==> src/rtl/crc_pkg.sv <==
// crc_pkg: shared state encoding, CRC-32 constants and byte-wise update
package crc_pkg;
  typedef enum logic [1:0] {IDLE = 2'd0, DATA = 2'd1, FCS = 2'd2, CHK = 2'd3} state_t;
  localparam logic [31:0] CRC_INIT = 32'hFFFFFFFF;
  localparam logic [31:0] CRC_POLY = 32'hEDB88320;
  localparam int FCS_BYTES = 4;
  function automatic logic [31:0] crc_next(input logic [31:0] c, input logic [7:0] d);
    logic [31:0] r;
    r = c ^ {24'd0, d};
    for (int i = 0; i < 8; i++) r = r[0] ? (r >> 1) ^ CRC_POLY : r >> 1;
    return r;
  endfunction
endpackage

==> src/rtl/crc32_frame_ctrl_fcs32.sv <==
// crc32_frame_ctrl_fcs32: byte-wise reflected CRC-32 engine with registered FCS capture
module crc32_frame_ctrl_fcs32
  import crc_pkg::*;
(
  input  logic        clk_sys,
  input  logic        rst_sys,
  input  logic [7:0]  din,
  input  logic        din_vld,
  input  logic        sop,
  input  logic        cap,
  output logic [31:0] dout
);
  logic [31:0] crc, nxt;
  assign nxt = crc_next(crc, din);
  // running CRC (sop wins over vld); capture folds in the current byte and inverts
  always_ff @(posedge clk_sys or posedge rst_sys)
    if (rst_sys) begin
      crc  <= CRC_INIT;
      dout <= '0;
    end else begin
      crc <= sop ? CRC_INIT : din_vld ? nxt : crc;
      if (cap) dout <= ~nxt;
    end
endmodule

==> src/rtl/crc32_frame_ctrl.sv <==
// crc32_frame_ctrl: frame sequencer appending (TX) or checking (RX) the FCS32 on a byte stream
module crc32_frame_ctrl
  import crc_pkg::*;
#(
  parameter int MIN_RX_LEN = 5,
  parameter int CNT_W      = 16
) (
  input  logic       clk_sys,
  input  logic       rst_sys,
  input  logic       mode_tx,
  input  logic [7:0] in_data,
  input  logic       in_vld,
  input  logic       in_eop,
  output logic       in_rdy,
  output logic [7:0] out_data,
  output logic       out_vld,
  output logic       out_eop,
  input  logic       out_rdy,
  output logic       chk_ok,
  output logic       chk_err,
  output logic       busy
);
  state_t           state, state_n;
  logic             mode_q, m, pass, acc, held, last_fcs;
  logic             crc_sop, crc_din_vld, crc_cap;
  logic [7:0]       crc_din;
  logic [31:0]      crc_dout;
  logic [7:0]       sr [FCS_BYTES];
  logic [1:0]       idx;
  logic [CNT_W-1:0] cnt;

  crc32_frame_ctrl_fcs32 u_fcs32 (
    .clk_sys (clk_sys),
    .rst_sys (rst_sys),
    .din     (crc_din),
    .din_vld (crc_din_vld),
    .sop     (crc_sop),
    .cap     (crc_cap),
    .dout    (crc_dout)
  );

  // handshake, datapath muxing, engine control and next state; in IDLE the live mode_tx applies
  always_comb begin
    pass        = state == IDLE || state == DATA;
    m           = state == IDLE ? mode_tx : mode_q;
    in_rdy      = pass & out_rdy & ~rst_sys;
    acc         = in_vld & in_rdy;
    held        = state == DATA && cnt >= CNT_W'(FCS_BYTES);
    last_fcs    = state == FCS && idx == 2'd3;
    out_vld     = ~rst_sys & (pass ? in_vld : state == FCS);
    out_data    = pass ? in_data : crc_dout[{idx, 3'b000} +: 8];
    out_eop     = ~rst_sys & (pass ? in_eop & ~m : last_fcs);
    chk_ok      = state == CHK && {sr[3], sr[2], sr[1], sr[0]} == crc_dout && cnt >= CNT_W'(MIN_RX_LEN);
    chk_err     = state == CHK && !chk_ok;
    busy        = state != IDLE;
    crc_sop     = (state == IDLE && !acc) || state == FCS || state == CHK;
    crc_din     = m ? in_data : sr[0];
    crc_din_vld = acc & (m | held);
    crc_cap     = acc & (m ? in_eop : held);
    state_n     = acc && in_eop ? (m ? FCS : CHK) :
                  acc && state == IDLE ? DATA :
                  (last_fcs && out_rdy) || state == CHK ? IDLE : state;
  end

  // state register
  always_ff @(posedge clk_sys or posedge rst_sys)
    if (rst_sys) state <= IDLE;
    else state <= state_n;

  // frame mode, saturating byte count, FCS byte index and RX delay line
  always_ff @(posedge clk_sys or posedge rst_sys)
    if (rst_sys) begin
      mode_q <= 1'b0;
      cnt    <= '0;
      idx    <= '0;
      for (int i = 0; i < FCS_BYTES; i++) sr[i] <= '0;
    end else begin
      mode_q <= state == IDLE && acc ? mode_tx : mode_q;
      cnt    <= state == IDLE ? CNT_W'(acc) : acc && !(&cnt) ? cnt + 1'b1 : cnt;
      idx    <= state == FCS ? idx + 2'(out_rdy) : 2'd0;
      if (acc && !m) begin
        for (int i = 0; i < FCS_BYTES - 1; i++) sr[i] <= sr[i+1];
        sr[FCS_BYTES-1] <= in_data;
      end
    end
endmodule

==> config.mk <==
export PLATFORM = sky130hd
export DESIGN_NAME = crc32_frame_ctrl
export DESIGN_NICKNAME = d
export VERILOG_FILES = /design/src/rtl/crc_pkg.sv /design/src/rtl/crc32_frame_ctrl_fcs32.sv /design/src/rtl/crc32_frame_ctrl.sv
export SDC_FILE = /design/constraint.sdc
export NUM_CORES = 1
export LEC_CHECK = 0
export ABC_AREA = 1
export BUFFER_PORTS_ARGS = -buffer_cell sky130_fd_sc_hd__buf_2
export CORE_MARGIN = 4
export CORE_UTILIZATION = 25
export DETAILED_ROUTE_END_ITERATION = 6
export GPL_TIMING_DRIVEN = 0
export PLACE_DENSITY_LB_ADDON = 0.3
export SYNTH_ARGS = -nofsm -noshare
export SYNTH_HDL_FRONTEND = slang
export SYNTH_SLANG_ARGS = --single-unit
export TNS_END_PERCENT = 30
==> constraint.sdc <==
create_clock -name clk_sys -period 7.1 [get_ports clk_sys]
set_input_delay 1.42 -clock clk_sys [delete_from_list [all_inputs] [get_ports clk_sys]]
set_output_delay 1.42 -clock clk_sys [all_outputs]
set_load 0.02 [all_outputs]
* Word-level counts from Yosys, hierarchy flattened
Cells that the tools add are included.
** Word-level totals
- Register bits after elaboration :: 117
- Bits of input ports :: 14
** Cells by class
- $add $sub $neg :: 2
- Eq/ne operators :: 5
- Bitwise gates (word level) :: 21
- Shift operators :: 1
- Magnitude comparators :: 2
- Multiplexer cells :: 23
- Reduce and logical (&&, ||, !) cells :: 25
** Operators with widths (count)
- 32-bit two-way mux :: 10
- 13-bit NOT with 14-bit output :: 8
- 32-bit equality test :: 1
- 16-bit by 3-bit greater-or-equal comparator with 1-bit output, second input constant :: 2
- 16-bit two-way mux :: 2
- 32-bit NOT :: 1
- 32-bit by 6-bit indexed part select with 8-bit output :: 1
- 32-bit by 8-bit XOR with 32-bit output :: 1
- 16-bit by 1-bit adder with 16-bit output, second input constant :: 1
- 8-bit two-way mux :: 2
- 16-bit AND reduction :: 1
- 1-bit logical AND :: 11
- 1-bit AND :: 8
- 2-bit two-way mux :: 4
- 2-bit equality test, second input constant :: 3
- 2-bit nonzero test :: 3
- 1-bit two-way mux :: 5
- 1-bit zero test :: 4
- 1-bit logical OR :: 4
- 3-bit nonzero test :: 1
- 2-bit by 1-bit adder with 2-bit output :: 1
- 2-bit by 1-bit equality test with 1-bit output, second input constant :: 1
- 2-bit zero test :: 1
- 1-bit NOT :: 2
- 1-bit OR :: 1

* Longest topological paths before layout
Gate-level depths: netlist of the first run.
- Depth in word-level cells :: 22
- Mapped depth :: 18

* Cells and area by module
From an unflattened synthesis of the first run, not the netlist that was laid out.
** Second synthesis, totals
- Cell total of the unflattened synthesis :: 1032
- Area total of the unflattened synthesis :: 7219.4 µm²
** Modules (own cells, without submodules)
- crc32_frame_ctrl_fcs32 :: cells an instance 489, times used 1, area each 3653.5 µm², sequential area each 1641.6 µm²
- crc32_frame_ctrl :: cells an instance 543, times used 1, area each 3565.9 µm², sequential area each 1326.3 µm²

* Worst setup path after synthesis of the first run
Ideal clock, no wire load.
- Path kind :: in2out
- Start :: in mode_tx
- End :: out out_eop
- Setup slack :: 3388 ps
- Stages on the path :: 6
- Data required time :: 5680 ps
- Arrival :: 2292 ps
- Cell sequence :: inv_1 -> nand2_4 -> nand2_4 -> buf_12 -> nand3_1 -> a21oi_1
** On the way
- Longest elaborated chain between the ends :: 5
** Ends and longest elaborated chain
- start, declared :: RTL line crc32_frame_ctrl.sv:10 : input logic mode_tx,
- 1-bit two-way mux :: RTL line crc32_frame_ctrl.sv:45 : m = state == IDLE ? mode_tx : mode_q;
- 1-bit NOT :: RTL line crc32_frame_ctrl.sv:52 : out_eop = ~rst_sys & (pass ? in_eop & ~m : last_fcs);
- 1-bit AND :: RTL line crc32_frame_ctrl.sv:52
- 1-bit two-way mux :: RTL line crc32_frame_ctrl.sv:52
- 1-bit AND :: RTL line crc32_frame_ctrl.sv:52
- end, declared :: RTL line crc32_frame_ctrl.sv:17 : output logic out_eop,
Every way passes these cells.

* Worst setup path in the final report of the first run
Same ends and word-level chain as after synthesis.

==> results of run 1 <==
==> cell families (layout without fill, tap and decap cells) <==
group	after synthesis	count (layout)	synth area share (%)
xor+xnor	54	54	6.849
buf+inv	135	195	7.506
flops	117	117	41.02
compound gates	175	175	13.56
simple gates	479	479	30.37
fa+ha+maj	4	4	0.6918
==> final timing paths <==
| kind | from | endpoint | slack (ns) | cells after the start |
|---|---|---|---|---|
| max reg2reg | state[1]$_DFFE_PP0P_ | u_fcs32.crc[21]$_DFFE_PP1P_ | 4.29 | 7 |
| min in group asynchronous | rst_sys | cnt[10]$_DFFE_PP0P_ | 1.01 | 2 |
| min | sr[7]$_DFFE_PP0P_ | sr[15]$_DFFE_PP0P_ | 0.49 | 2 |
| max in group asynchronous | rst_sys | u_fcs32.crc[0]$_DFFE_PP1P_ | 5.30 | 3 |
| max | mode_tx | out_eop | 3.16 | 8 |
| min reg2reg | sr[7]$_DFFE_PP0P_ | sr[15]$_DFFE_PP0P_ | 0.49 | 2 |
==> state kept, by name (all words and copies together), names as in the netlist <==
register,cells
cnt,16
idx,2
mode_q,1
sr,32
state,2
u_fcs32.crc,32
u_fcs32.dout,32
==> power breakdown <==
part / switching [mW] / total (mW) / internal (mW)
combinational: 1.98 / 2.88 / 0.893
sequential: 0.219 / 1.14 / 0.921
clock: 0.354 / 0.951 / 0.597
==> tightest hold or removal path, cell delays in order, from the launching register on <==
cell and delay, ns:
dfrtp_1 0.34, nand2_1 0.05, o21ai_0 0.06
==> through the flow <==
step	power [mW]	instances	hold WS [ns]
finish	4.966	1408	0.4855
global placement	3.958	1375	0.4681
CTS	4.956	1408	0.4874
detailed placement	3.985	1376	0.4750
global route	5.353	1408	0.5119
floorplan	3.194	964	0.4530
==> layout by cell type, fill, tap and decap left out, drive strengths merged <==
| master | Yosys | final |
|---|---|---|
| o22ai | 14 | 14 |
| nor3b | 2 | 2 |
| bufinv | 0 | 4 |
| xor2 | 43 | 43 |
| a2111oi | 1 | 1 |
| nor3 | 6 | 6 |
| o22a | 1 | 1 |
| a221oi | 2 | 2 |
| clkinv | 2 | 3 |
| clkbuf | 20 | 37 |
| dfrtp | 85 | 85 |
| nor2 | 63 | 63 |
| o21ai | 87 | 87 |
| a211oi | 1 | 1 |
| clkinvlp | 0 | 3 |
| nand3 | 83 | 83 |
| nor4 | 3 | 3 |
| or2 | 1 | 1 |
| nand2 | 314 | 314 |
| ha | 4 | 4 |
| o32ai | 1 | 1 |
| a31oi | 10 | 10 |
| xnor2 | 11 | 11 |
| dfstp | 32 | 32 |
| a22oi | 3 | 3 |
| buf | 8 | 36 |
| inv | 105 | 112 |
| o31ai | 1 | 1 |
| o21a | 4 | 4 |
| nand4 | 7 | 7 |
| a21oi | 48 | 48 |
| o2111ai | 2 | 2 |
==> cell type report <==
class / instances / area share [%]
Clock buffer: 17 / 4.991
Timing Repair Buffer: 28 / 1.908
Sequential cell: 117 / 34.82
Multi-Input combinational cell: 712 / 43.69
Inverter: 107 / 4.771
Clock inverter: 15 / 2.525
Tap cell: 384 / 5.637
Buffer: 28 / 1.659
==> routing by layer <==
layer	up-vias	share of wire, %
met2	131	48
li1	3229	-
met3	20	4.5
met1	3119	46
met4	0	1.3
met5	-	0
==> key figures, run 1 <==
Critical path
  – Max FO, Critical Path: 10
  – Slowest CP cell: buf_2
  – Crit path largest cell delay: 0.19 ns
  – CP cell instances: buf_2 -> inv_1 -> nand2_4 -> nand2_4 -> buf_12 -> nand3_1 -> a21oi_1 -> buf_2
  – Arr. time, crit path: 2.52 ns
  – Crit path buffers/inverters: 4
  – Crit. End Element: output port
  – WS Path Type: input port to output port
  – Worst path top cell family by delay: buffers and inverters
  – Critical Path Source Type: input port
  – Worst EP required: 5.68 ns

Routing
  – Final Routed Wirelength: 23200 um
  – Antenna-violating nets left: 0
  – Drt drc: 0
  – TritonRoute pass-1 iters: 5
  – Vias per cell: 4.616
  – Via Count: 6499
  – Wire per inst: 16.48 um
  – Detailed router's first-iteration violation count: 466

Power and ir drop
  – PwrDens: 582.7 nW/um^2
  – VDD IR max: 0.2518 mV
  – Leakage power: 3.954 nW

Synthesis
  – Number of synthesized flops with an enable pin: 0
  – Area leader, netlist: dfrtp_1
  – Flops & latches, synth: 117
  – Yosys warning total: 0
  – Synthesized Nets: 982
  – Post-synth cell types: 44
  – Top cell type's share of synthesized area: 29.40%
  – Sequential element share of the synthesized area: 41.02%
  – Top cells by count, synth: nand2_1 (271), inv_1 (100), dfrtp_1 (85), o21ai_0 (75), nand3_1 (73)
  – Gate Count Post-Synth: 964
  – Ys async rst share: 100.0%
  – Post-Syn Area: 7234 um^2
  – Average cell area after synthesis: 7.505 um^2
  – Count leader, synth: nand2_1
  – Most used DFF post-synth: dfrtp_1
  – Largest cells by area after synthesis: dfrtp_1 (29%), nand2_1 (14%), dfstp_2 (12%)

STA
  – FMAX: 0.2536 GHz
  – Setup TNS: 0 ns
  – RSZ-0062 raised after global routing: false
  – Slew Limit Fails: 0
  – Post-Route Skew: 0.01101 ns
  – Final worst-path cycle share: 55.54%
  – # setup viols final: 0
  – Worst-margin pin slew: 0.7478 ns
  – Final WS setup: 3.156 ns
  – Tmin final: 3.944 ns
  – Final Hold Fails: 0
  – Max-Slew Margin vs Limit: 50.15%

Place
  – Buffers on Ports: 27
  – RD Place Congestion: 0.8809
  – Place WS: 3.121 ns
  – HPWL after detailed placement: 17780 um
  – Cell Area, Placed: 7883 um^2

Global route
  – Total congestion overflow: 0
  – Met3 Use GR: 3.010%
  – Total GRT Usage: 15.05%
  – GR Util met2: 24.64%
  – Vias in the first global route: 6361
  – Met1 Track Usage GR: 20.26%
  – First-pass GRT wire length: 36550 um
  – Antenna violations before repair: 0
  – Most used routing layer: met2
  – Largest net degree at the start of global routing: 86

CTS
  – CTS buffer count: 17
  – TritonCTS clock tree: yes
  – Post-CTS Resized: 0
  – CTS sink cnt: 117
  – Post-CTS setup buffer count: 0
  – Clock-pin slew on the worst setup and hold paths: 0.06 ns
  – Htree depth: 4
  – Clk root buf: clkbuf_16
  – Max Root-Sink Buffers: 2
  – Skew-Pair Late Insertion Delay: 0.43 ns
  – CTS Hold Bufs: 0

Die
  – Core box area: 28630 um^2
  – Die area: 31720 um^2
  – Row cnt: 62
  – Chip width: 178.1 um
  – Die Y: 178.1 um
  – IO Pins: 28
  – Starting density of the core: 25.27%

Final layout
  – Area growth from synthesis to layout: 17.81%
  – # fillers: 3042
  – Register area: 2968 um^2
  – Final #Nets: 1029
  – Area of the multi-input gates: 3724 um^2
  – Antenna Cells: 0
  – Post-route cell area: 8523 um^2
  – Layout cell share with drive strength beyond 1: 16.41%
  – Finished Core Util: 29.78%

Flow run
  – Max-Cap Viols: 0

Run status
  – Status: completed

Min path
  – HP Class: flip-flop to flip-flop
Power figures use the tool's default switching activity.
==> inputs of run 2 (changes only) <==
--- a/config.mk
+++ b/config.mk
@@ -5,7 +5,7 @@
 export SDC_FILE = /design/constraint.sdc
 export NUM_CORES = 1
 export LEC_CHECK = 0
-export ABC_AREA = 1
+export ABC_AREA = 0
 export BUFFER_PORTS_ARGS = -buffer_cell sky130_fd_sc_hd__buf_2
 export CORE_MARGIN = 4
 export CORE_UTILIZATION = 25
==> constraint.sdc (replaced) <==
create_clock -name clk_sys -period 3.6 [get_ports clk_sys]
set_input_delay 0.72 -clock clk_sys [delete_from_list [all_inputs] [get_ports clk_sys]]
set_output_delay 0.72 -clock clk_sys [all_outputs]
set_load 0.02 [all_outputs]
==> key figures, run 2 <==
CTS
  – Max Root-Sink Buffers: 2 (unchanged)
  – Post-CTS setup buffer count: 0 (unchanged)
  – Clock-pin slew on the worst setup and hold paths: 0.06 ns (about the same)
  – Post-CTS Resized: 0 (unchanged)
  – Htree depth: 4 (unchanged)
  – Skew-Pair Late Insertion Delay: 0.41 ns (was 0.43 ns)
  – Clk root buf: clkbuf_16 (unchanged)
  – CTS buffer count: 17 (unchanged)
  – CTS Hold Bufs: 0 (unchanged)
  – CTS sink cnt: 117 (unchanged)
  – TritonCTS clock tree: yes (unchanged)

Place
  – Buffers on Ports: 27 (unchanged)
  – RD Place Congestion: 0.8337 (was 0.8809)
  – HPWL after detailed placement: 11540 um (was 17780 um)

Power and ir drop
  – Sw frac: 41.58% (was 51.48%)
  – VDD IR max: 0.3861 mV (was 0.2518 mV)
  – PwrDens: 1085 nW/um^2 (was 582.7 nW/um^2)
  – Leakage power: 3.055 nW (was 3.954 nW)
  – Psw: 3.346 mW (was 2.557 mW)
  – Power share of the combinational group: 50.7% (was 57.9%)
  – Power share of the clock group: 21.4% (was 19.1%)
  – Tot Pwr: 8.048 mW (was 4.966 mW)
  – Register share of total power: 27.9% (was 23.0%)
  – Internal power: 4.702 mW (was 2.410 mW)

STA
  – Setup TNS: 0 ns (unchanged)
  – Post-Route Skew: 0.007252 ns (was 0.01101 ns)
  – Max-Slew Margin vs Limit: 44.21% (was 50.15%)
  – FMAX: 0.3042 GHz
  – Final Hold Fails: 0 (unchanged)
  – Final worst-path cycle share: 91.31%
  – Slew Limit Fails: 0 (unchanged)
  – # setup viols final: 0 (unchanged)
  – Tmin final: 3.287 ns
  – RSZ-0062 raised after global routing: false (unchanged)
  – Worst-margin pin slew: 0.8298 ns (was 0.7478 ns)

Die
  – Chip width: 165.5 um (was 178.1 um)
  – IO Pins: 28 (unchanged)
  – Die Y: 165.5 um (was 178.1 um)
  – Die area: 27380 um^2 (was 31720 um^2)
  – Starting density of the core: 25.42% (was 25.27%)
  – Core box area: 24390 um^2 (was 28630 um^2)
  – Row cnt: 57 (was 62)

Routing
  – Detailed router's first-iteration violation count: 191 (was 466)
  – Drt drc: 0 (unchanged)
  – Wire per inst: 16.41 um (was 16.48 um)
  – Via Count: 3901 (was 6499)
  – Vias per cell: 4.339 (was 4.616)
  – Final Routed Wirelength: 14750 um (was 23200 um)
  – TritonRoute pass-1 iters: 4 (was 5)
  – Antenna-violating nets left: 0 (unchanged)

Critical path
  – Crit path buffers/inverters: 3 (was 4)
  – Worst EP required: 3.90 ns (was 5.68 ns)
  – Reg2Reg Launch Point: state[1]$_DFFE_PP0P_ (unchanged)
  – Critical Path Source Type: flip-flop (was input port)
  – Crit path largest cell delay: 0.52 ns (was 0.19 ns)
  – Arr. time, crit path: 3.59 ns (was 2.52 ns)
  – Worst path top cell family by delay: XOR/XNOR gates (was buffers and inverters)
  – Max FO, Critical Path: 10 (unchanged)
  – WS Path Type: flip-flop to flip-flop (was input port to output port)
  – Crit. End Element: flip-flop (was output port)
  – Critical path origin: state[1]$_DFFE_PP0P_ (was mode_tx)
  – CP cell instances: buf_4 -> nor2_8 -> inv_2 -> mux2i_4 -> buf_6 -> mux2i_1 -> xnor2_2 -> xnor3_1 -> xor2_1 -> xnor2_1 -> mux2_2 (was buf_2 -> inv_1 -> nand2_4 -> nand2_4 -> buf_12 -> nand3_1 -> a21oi_1 -> buf_2)
  – Slowest CP cell: xnor3_1 (was buf_2)

Global route
  – First-pass GRT wire length: 23910 um (was 36550 um)
  – Total congestion overflow: 0 (unchanged)
  – Vias in the first global route: 4281 (was 6361)
  – Largest net degree at the start of global routing: 39 (was 86)
  – Antenna violations before repair: 0 (unchanged)
  – Total GRT Usage: 11.59% (was 15.05%)

Final layout
  – Commonest non-fill, non-tap cell in the layout: dfrtp_1 (was nand2_1)
  – Area growth from synthesis to layout: 19.60% (was 17.81%)
  – Layout cell share with drive strength beyond 1: 32.17% (was 16.41%)
  – Top Registers: sr (32), u_fcs32.crc (32), u_fcs32.dout (32) (unchanged)
  – Final #Nets: 580 (was 1029)
  – Antenna Cells: 0 (unchanged)
  – Commonest cells after routing, fill and taps aside: dfrtp_1 (85), xor2_1 (68), mux2_2 (63) (was nand2_1 (271), inv_1 (99), dfrtp_1 (85))

Synthesis
  – Sequential element share of the synthesized area: 47.87% (was 41.02%)
  – Top cells by count, synth: dfrtp_1 (85), xor2_1 (68), mux2_2 (63), nor2_1 (45), xnor2_1 (36) (was nand2_1 (271), inv_1 (100), dfrtp_1 (85), o21ai_0 (75), nand3_1 (73))
  – Area leader, netlist: dfrtp_1 (unchanged)
  – Most used DFF post-synth: dfrtp_1 (unchanged)
  – Top cell type's share of synthesized area: 34.31% (was 29.40%)
  – Gate Count Post-Synth: 513 (was 964)
  – Synthesized Nets: 531 (was 982)
  – Largest cells by area after synthesis: dfrtp_1 (34%), dfstp_2 (14%), mux2_2 (11%) (was dfrtp_1 (29%), nand2_1 (14%), dfstp_2 (12%))
  – Number of synthesized flops with an enable pin: 0 (unchanged)
  – Average cell area after synthesis: 12.09 um^2 (was 7.505 um^2)
  – Count leader, synth: dfrtp_1 (was nand2_1)
  – Post-synth cell types: 42 (was 44)
  – Flops & latches, synth: 117 (unchanged)
  – Post-Syn Area: 6200 um^2 (was 7234 um^2)
  – Ys async rst share: 100.0% (unchanged)
  – Yosys warning total: 0 (unchanged)

Min path
  – HP Class: input port to asynchronous set/reset pin (was flip-flop to flip-flop)

Flow run
  – Max-Cap Viols: 0 (unchanged)

Run status
  – Status: completed (unchanged)
run 2: cell types whose count changed after synthesis, sizes merged, moves of 10 or more:
cell / delta
mux2: +63
o22ai: -14
nand3: -73
mux2i: +10
a21oi: -21
xor2: +29
inv: -99
nor2: -17
xnor2: +33
a31oi: -10
o21ai: -75
nand2: -291
run 2: path summary, 6_finish.rpt:
kind                                                 to  slack, ns  cells past startpoint
setup / recovery           u_fcs32.dout[19]$_DFFE_PP0P_       0.31                     11
hold / removal                     state[1]$_DFFE_PP0P_       0.36                      2
setup reg to reg           u_fcs32.dout[19]$_DFFE_PP0P_       0.31                     11
hold reg to reg             u_fcs32.crc[14]$_DFFE_PP1P_       0.51                      2
max in group asynchronous   u_fcs32.crc[24]$_DFFE_PP1P_       2.42                      4
min in group clk_sys        u_fcs32.crc[14]$_DFFE_PP1P_       0.51                      2
run 2: logic make-up (layout without fill, tap and decap cells):
logic type,Yosys count,count (layout),synth area share (%)
multiplexers,81,81,16.29
XOR/XNOR,118,118,19.29
AND/OR/NAND/NOR,113,113,8.718
adder cells (fa/ha/maj),4,4,0.8073
AO/OA/AOI/OAI,53,53,5.086
buffers and inverters,27,89,1.938
flip-flops,117,117,47.87
run 2: power by group through the flow:
stage	Clock, mW	Combinational (mW)	Sequential, mW
finish	1.72	4.08	2.24
global route	1.82	4.46	2.31
CTS	1.77	4.14	2.24
detailed placement	0	4.11	2.26
global placement	0	4.08	2.24
floorplan	0	3.17	2.11
run 2: metrics by stage:
stage / util (%) / instances / area (um^2) / setup slack [ns] / hold WS [ns]
floorplan: - / 513 / 6203 / 0.8168 / 0.4855
global placement: 27.65 / 864 / 6744 / 0.2334 / 0.4959
detailed placement: 27.90 / 867 / 6804 / 0.2536 / 0.5000
CTS: 30.40 / 899 / 7415 / 0.3050 / 0.3519
global route: 30.40 / 899 / 7415 / 0.08949 / 0.3773
finish: 30.40 / 899 / 7415 / 0.3128 / 0.3604
run 2: per-layer routing:
| layer | global-route usage (%) | wire, um | up-vias | part of all wire, % |
|---|---|---|---|---|
| li1 | - | - | 1874 | - |
| met1 | 14.72 | 6756 | 1961 | 46 |
| met2 | 19.41 | 7308 | 48 | 50 |
| met3 | 2.556 | 404 | 18 | 2.7 |
| met4 | 4.237 | 284 | 0 | 1.9 |
| met5 | 0 | 0 | - | 0 |
run 2: area by class of cell:
type,count,area (um^2)
Buffer,21,97.59
Clock buffer,20,456.7
Clock inverter,12,153.9
Fill cell,2522,16980
Inverter,6,26.28
Multi-Input combinational cell,369,3112
Sequential cell,117,2968
Tap cell,324,405.4
Timing Repair Buffer,30,195.2
